===== src/rtl/mmm_serial_datapath.sv =====
// Bit-serial Montgomery multiplier: result = A*B*2^-WIDTH mod M.
// One iteration per enabled clock, then one conditional-subtract cycle.
module mmm_serial_datapath #(
   parameter int unsigned WIDTH = 8
) (
   input  logic             clk,
   input  logic             rstb,
   input  logic             ena,
   input  logic             rst_mmm,
   input  logic             ld_a,
   input  logic [WIDTH-1:0] a_in,
   input  logic [WIDTH-1:0] b_in,
   input  logic [WIDTH-1:0] m_in,
   output logic [WIDTH-1:0] result,
   output logic             done,
   output logic             busy
);

   localparam int unsigned CntW = $clog2(WIDTH + 1);
   localparam int unsigned AccW = WIDTH + 2;

   typedef enum logic [1:0] {StIdle, StIter, StCorrect, StDone} state_e;

   state_e            state_q, state_d;
   logic [WIDTH-1:0]  a_sr_q, a_sr_d;
   logic [WIDTH-1:0]  b_reg_q, b_reg_d;
   logic [WIDTH-1:0]  m_reg_q, m_reg_d;
   logic [AccW-1:0]   acc_q, acc_d;
   logic [CntW-1:0]   cnt_q, cnt_d;
   logic [WIDTH-1:0]  result_q, result_d;
   logic              done_q, done_d;
   logic [AccW-1:0]   t_sum, q_sum, diff;

   always_ff @(posedge clk) begin
      if (!rstb) begin
         state_q  <= StIdle;
         a_sr_q   <= '0;
         b_reg_q  <= '0;
         m_reg_q  <= '0;
         acc_q    <= '0;
         cnt_q    <= '0;
         result_q <= '0;
         done_q   <= 1'b0;
      end else if (ena) begin
         state_q  <= state_d;
         a_sr_q   <= a_sr_d;
         b_reg_q  <= b_reg_d;
         m_reg_q  <= m_reg_d;
         acc_q    <= acc_d;
         cnt_q    <= cnt_d;
         result_q <= result_d;
         done_q   <= done_d;
      end
   end

   always_comb begin
      state_d  = state_q;
      a_sr_d   = a_sr_q;
      b_reg_d  = b_reg_q;
      m_reg_d  = m_reg_q;
      acc_d    = acc_q;
      cnt_d    = cnt_q;
      result_d = result_q;
      done_d   = done_q;
      t_sum    = '0;
      q_sum    = '0;
      diff     = '0;
      if (!rst_mmm) begin
         state_d  = StIdle;
         a_sr_d   = '0;
         b_reg_d  = '0;
         m_reg_d  = '0;
         acc_d    = '0;
         cnt_d    = '0;
         result_d = '0;
         done_d   = 1'b0;
      end else if (ld_a) begin
         state_d = StIter;
         a_sr_d  = a_in;
         b_reg_d = b_in;
         m_reg_d = m_in;
         acc_d   = '0;
         cnt_d   = '0;
         done_d  = 1'b0;
      end else begin
         case (state_q)
            StIter: begin
               // acc stays below 2M, so the WIDTH+2 bit sums never overflow
               t_sum  = acc_q + (a_sr_q[0] ? {2'b00, b_reg_q} : '0);
               q_sum  = t_sum + (t_sum[0] ? {2'b00, m_reg_q} : '0);
               acc_d  = q_sum >> 1;
               a_sr_d = a_sr_q >> 1;
               cnt_d  = cnt_q + CntW'(1);
               if (cnt_q == CntW'(WIDTH - 1)) begin
                  state_d = StCorrect;
               end
            end
            StCorrect: begin
               diff     = acc_q - {2'b00, m_reg_q};
               result_d = (acc_q >= {2'b00, m_reg_q}) ? diff[WIDTH-1:0] : acc_q[WIDTH-1:0];
               done_d   = 1'b1;
               state_d  = StDone;
            end
            default: ;
         endcase
      end
   end

   assign result = result_q;
   assign done   = done_q;
   assign busy   = (state_q == StIter) || (state_q == StCorrect);

endmodule


===== config.mk =====
export PLATFORM = sky130hd
export DESIGN_NAME = mmm_serial_datapath
export DESIGN_NICKNAME = d
export VERILOG_FILES = /design/src/rtl/mmm_serial_datapath.sv
export SDC_FILE = /design/constraint.sdc
export NUM_CORES = 1
export LEC_CHECK = 0
export ABC_AREA = 1
export CAP_MARGIN = 10
export CORE_ASPECT_RATIO = 1.25
export CORE_MARGIN = 2
export CORE_UTILIZATION = 64
export DETAILED_ROUTE_END_ITERATION = 16
export DONT_BUFFER_PORTS = 1
export GPL_ROUTABILITY_DRIVEN = 0
export PLACE_DENSITY = 0.86
export SYNTH_ARGS = -nofsm -noshare
export SYNTH_HDL_FRONTEND = slang
export SYNTH_SLANG_ARGS = --single-unit

===== constraint.sdc =====
create_clock -name clk -period 3.6 [get_ports clk]
set_clock_uncertainty 0.15 [all_clocks]
set_input_delay 0.18 -clock clk [delete_from_list [all_inputs] [get_ports clk]]
set_output_delay 0.18 -clock clk [all_outputs]
set_load 0.02 [all_outputs]

After elaboration in Yosys (flattened, before gate mapping)
Index checks and enable logic that the tools add are counted.
{"block": "word_totals", "ff_bits": 49, "output_inout_bits": 10, "inputBits": 29}
{"block": "classes", "n_addsub": 4, "reduce_logical": 6, "order_cmp": 1, "eq_ne": 10, "mux": 26}
{"operator": "two-way mux 8 bit", "n": 13}
{"operator": "two-way mux 10 bit", "n": 3}
{"operator": "adder 10 x 8 -> 10 bit", "n": 2}
{"operator": "two-way mux 4 bit", "n": 3}
{"operator": ">= comparator 10 x 8 -> 1 bit", "n": 1}
{"operator": "subtractor 8 bit", "n": 1}
{"operator": "two-way mux 2 bit", "n": 3}
{"operator": "!= test 3 x 1 -> 1 bit, second input constant", "n": 2}
{"operator": "AND reduction 2 bit", "n": 3}
{"operator": "AND reduction 3 bit", "n": 2}
{"operator": "adder 4 x 1 -> 4 bit, second input constant", "n": 1}
{"operator": "equality test 4 x 3 -> 1 bit, second input constant", "n": 1}
{"operator": "!= test 2 x 1 -> 1 bit, second input constant", "n": 2}
{"operator": "!= test 4 x 1 -> 1 bit, second input constant", "n": 1}
{"operator": "!= test 4 bit, second input constant", "n": 1}
{"operator": "case mux 2 bit (2 select lines)", "n": 1}
{"operator": "two-way mux 1 bit", "n": 3}
{"operator": "equality test 2 x 1 -> 1 bit, second input constant", "n": 1}
{"operator": "equality test 2 bit, second input constant", "n": 1}
{"operator": "!= test 2 bit, second input constant", "n": 1}
{"operator": "logical OR 1 bit", "n": 1}

Longest topological paths before layout
{"block": "depth", "ltp_word": 7, "depth_mapped": 22, "mapped_depth_nobuf": 21}

Least setup slack after synthesis
No wires, ideal clock.
{"block": "synth_path", "path_type": "reg2reg", "startpoint": "register a_sr_q[0]", "endpoint": "register acc_q[6]", "required_time_ps": 3318, "period_less_slack_ps": 2981, "n_path_buf": 1, "setup_ps": 132, "path_stages_with_launch": 20, "arrival_time_ps": 2699, "setup_slack_ps": 619, "cell_sequence": "dfxtp_1 clkbuf_1 nand2_1 inv_1 ha_1 inv_1 fa_1 inv_1 nand3_1 nand2_1 a31oi_1 xnor2_1 ha_1 nand2_1 inv_1 a21oi_1 nand2_1 or2_2 nand3_1 a21oi_1"}
{"block": "synth_via", "elab_chain_cells": 7}
{"item": "start, declared", "line_no": "25", "rtl": "logic [WIDTH-1:0] a_sr_q, a_sr_d;"}
{"item": "start signal, assigned", "line_no": "46", "rtl": "a_sr_q <= a_sr_d;"}
{"item": "two-way mux 8 bit (*)", "line_no": "89", "rtl": "t_sum = acc_q + (a_sr_q[0] ? {2'b00, b_reg_q} : '0);"}
{"item": "adder 10 x 8 -> 10 bit (*)", "line_no": "89"}
{"item": "two-way mux 8 bit", "line_no": "90", "rtl": "q_sum = t_sum + (t_sum[0] ? {2'b00, m_reg_q} : '0);"}
{"item": "adder 10 x 8 -> 10 bit (*)", "line_no": "90"}
{"item": "two-way mux 10 bit (*)", "line_no": "86", "rtl": "case (state_q)"}
{"item": "two-way mux 10 bit (*)", "line_no": "77", "rtl": "end else if (ld_a) begin"}
{"item": "two-way mux 10 bit (*)", "line_no": "68", "rtl": "if (!rst_mmm) begin"}
{"item": "end signal, assigned", "line_no": "40", "rtl": "acc_q <= '0;"}
{"item": "end signal, assigned", "line_no": "49", "rtl": "acc_q <= acc_d;"}
{"item": "end, declared", "line_no": "28", "rtl": "logic [AccW-1:0] acc_q, acc_d;"}
Every way passes the cells marked *; elsewhere a longest branch is shown, timed or not. The select of a mux whose other input is x is not followed.
A chain may end at the register's enable or synchronous reset.

Final worst setup path
Same ends and word-level chain as after synthesis.

==> flow_summary.yaml <==
placed_design:
  port_buffers: 0
  placement.cell_area_mm2: 0.003252
  place_ws_ns: 0.4586
  dpl.cell_count: 521
  hpwl_um: 5657
floorplanning:
  row_count: 28
  io_pins: 39
  die_w_um: 67.56
  die_h_um: 83.45
  fp.coreArea_mm2: 0.004800
  dieArea_mm2: 0.005638
  start_util: 0.6734
cells_and_area:
  area_growth_pct: 12.20
  layout.nets: 555
  final_common_cell: "nand2_1"
  regArea_um2: 960.9
  multi_input_area_mm2: 0.001957
  drive_gt1_frac: 0.06640
  postLayoutCellArea_mm2: 0.003626
  insertedDiodeCount: 0
  layout_common_cells: "139 x nand2_1, 60 x inv_1, 48 x dfxtp_1, 47 x a21oi_1, 39 x nand3_1"
  fin_util: 0.7555
  final_cells: 557
  fillers: 363
sta:
  finalHoldViolations: 0
  tns_ns: 0
  tightestPinTransition_ns: 1.022
  grt_setup_unrepaired: "no"
  timing.fmax_mhz: 315.2
  fin_crit_ns: 3.172
  slew_headroom: 0.3143
  finalSetupViolCount: 0
  setup_ws_ns: 0.4279
  period_share: 0.8811
  report.final.slew_viol_count: 0
drt:
  drt_iter0_markers: 211
  ant_nets: 0
  wire_per_inst_um: 14.51
  first_pass_iters: 5
  routed_wl_um: 8081
  viasPerCell: 5.682
  vias: 3165
  drc: 0
power_and_ir_drop:
  power_leakage_nw: 1.751
  power_density_mw_per_mm2: 295.8
  ir_drop_uv: 217.1
worst_setup_path:
  r2r_slack_ns: 0.43
  crit_type: "reg -> reg"
  worstReg2RegStart: "a_sr_q[0]"
  cp_max_fo: 9
  reg2reg_depth: 18
  critPathLaunchType: "flop"
  crit_required_ns: 3.62
  arrival_ns: 3.19
  r2r_end: "acc_q[6]"
  worst_setup_path_end_kind: "flop"
global_route:
  track_usage: 0.3093
  antenna_found_initial: 0
  first_global_vias: 3125
  grt_overflow: 0
  grt_max_degree: 37
  grt_pass1_wl_um: 13600
job:
  drv_cap: 0
synthesis:
  syn_area_per_cell_um2: 6.847
  synth_seq_cells: 48
  synthCells: 472
  synth_edf_count: 0
  yosysUniqueCellTypes: 35
  synth_flop_cell: "dfxtp_1"
  synth_area_mm2: 0.003232
  ys_warn_count: 0
  async_reset_ff_frac: 0
  synth_fp_nets: 531
  yosysSeqAreaShare: 0.2973
min_path:
  whs_path_depth: 4
  whs_endpoint: "state_q[1]"
  worstHoldPathType: "in -> reg"
  hold_start: "rst_mmm"
cts:
  htreeDepth: 2
  clk_pin_slew_ns: 0.10
  cts_tree: "built"
  postCtsHoldBufs: 28
  worst_skew_pair.late_latency_ns: 0.32
  ctsResizeCount: 0
  cts_buffers: 5
  clock-sinks: 48
  clockRootBuffer: "clkbuf_8"
  post_cts_buffers: 0
  cts_buffer_depth: 2
outcome:
  status: "completed"
## logic make-up after synthesis
group	Yosys count	synth area share
xor+xnor	12	0.03252
buf+inv	79	0.09717
flops	48	0.2973
compound gates	84	0.1440
fa+ha+maj	30	0.1231
simple gates	219	0.3058
## synth_stat cells (all sizes together), types with 3 or more instances
master | n | share of area
nor2 | 24 | 0.042
o211ai | 5 | 0.012
or2 | 6 | 0.012
o21ai | 13 | 0.020
fa | 3 | 0.019
ha | 27 | 0.10
a21oi | 47 | 0.073
xor2 | 6 | 0.016
nand3 | 41 | 0.067
dfxtp | 48 | 0.30
clkbuf | 5 | 0.0058
a31oi | 12 | 0.023
buf | 7 | 0.014
xnor2 | 6 | 0.016
inv | 66 | 0.077
nand4 | 3 | 0.010
nand2 | 143 | 0.17
## per-stage QoR
stage / hold slack (ns) / power [mW]
floorplan: 0.1687 / 0.6731
global placement: 0.1732 / 0.6893
detailed placement: 0.1760 / 0.6933
CTS: 0.02962 / 1.059
global route: 0.03428 / 1.113
finish: 0.01634 / 1.073
## worst max path at each step
stage,to,startpoint
finish,acc_q[6],a_sr_q[0]
floorplan,acc_q[6],a_sr_q[0]
CTS,acc_q[6],a_sr_q[0]
global placement,acc_q[6],a_sr_q[0]
global route,acc_q[8],a_sr_q[0]
detailed placement,acc_q[6],a_sr_q[0]
## cell type report
class                           instances  share of cell area
Clock buffer                            7             0.02381
Clock inverter                          1            0.002070
Inverter                               67             0.06936
Multi-Input combinational cell        345              0.5397
Sequential cell                        48              0.2650
Tap cell                               60             0.02070
Timing Repair Buffer                   29             0.07937
## metal layers
metal  global-route usage  up-vias  part of all wire
met1               0.3609     1434              0.41
met5                    0        -                 0
met4               0.1317        0             0.039
met2               0.5303      122              0.49
li1                     -     1578                 -
met3              0.06208       31             0.061
## sequential cells by signal (all words and copies together), names as in the netlist
signal	flops
m_reg_q	8
a_sr_q	8
state_q	2
b_reg_q	8
cnt_q	4
result	8
done	1
acc_q	9
## power by group
| group | switching (mW) | total [mW] | internal (mW) |
|---|---|---|---|
| Clock | 0.201 | 0.358 | 0.157 |
| Combinational | 0.0989 | 0.164 | 0.0648 |
| Sequential | 0.00926 | 0.551 | 0.542 |
## critical path, stage by stage (launching register included)
cell and delay, ns:
dfxtp_1 0.50, nand2_1 0.09, inv_1 0.06, ha_1 0.17, inv_1 0.07, fa_1 0.41, inv_1 0.07, nand3_1 0.06
nand2_1 0.12, a31oi_1 0.12, xnor2_1 0.14, ha_1 0.33, nand2_1 0.09, inv_1 0.04, a21oi_1 0.13, nand2_1 0.08
or2_2 0.27, nand3_1 0.07, a21oi_1 0.05
(Power assumes the default switching activity.)
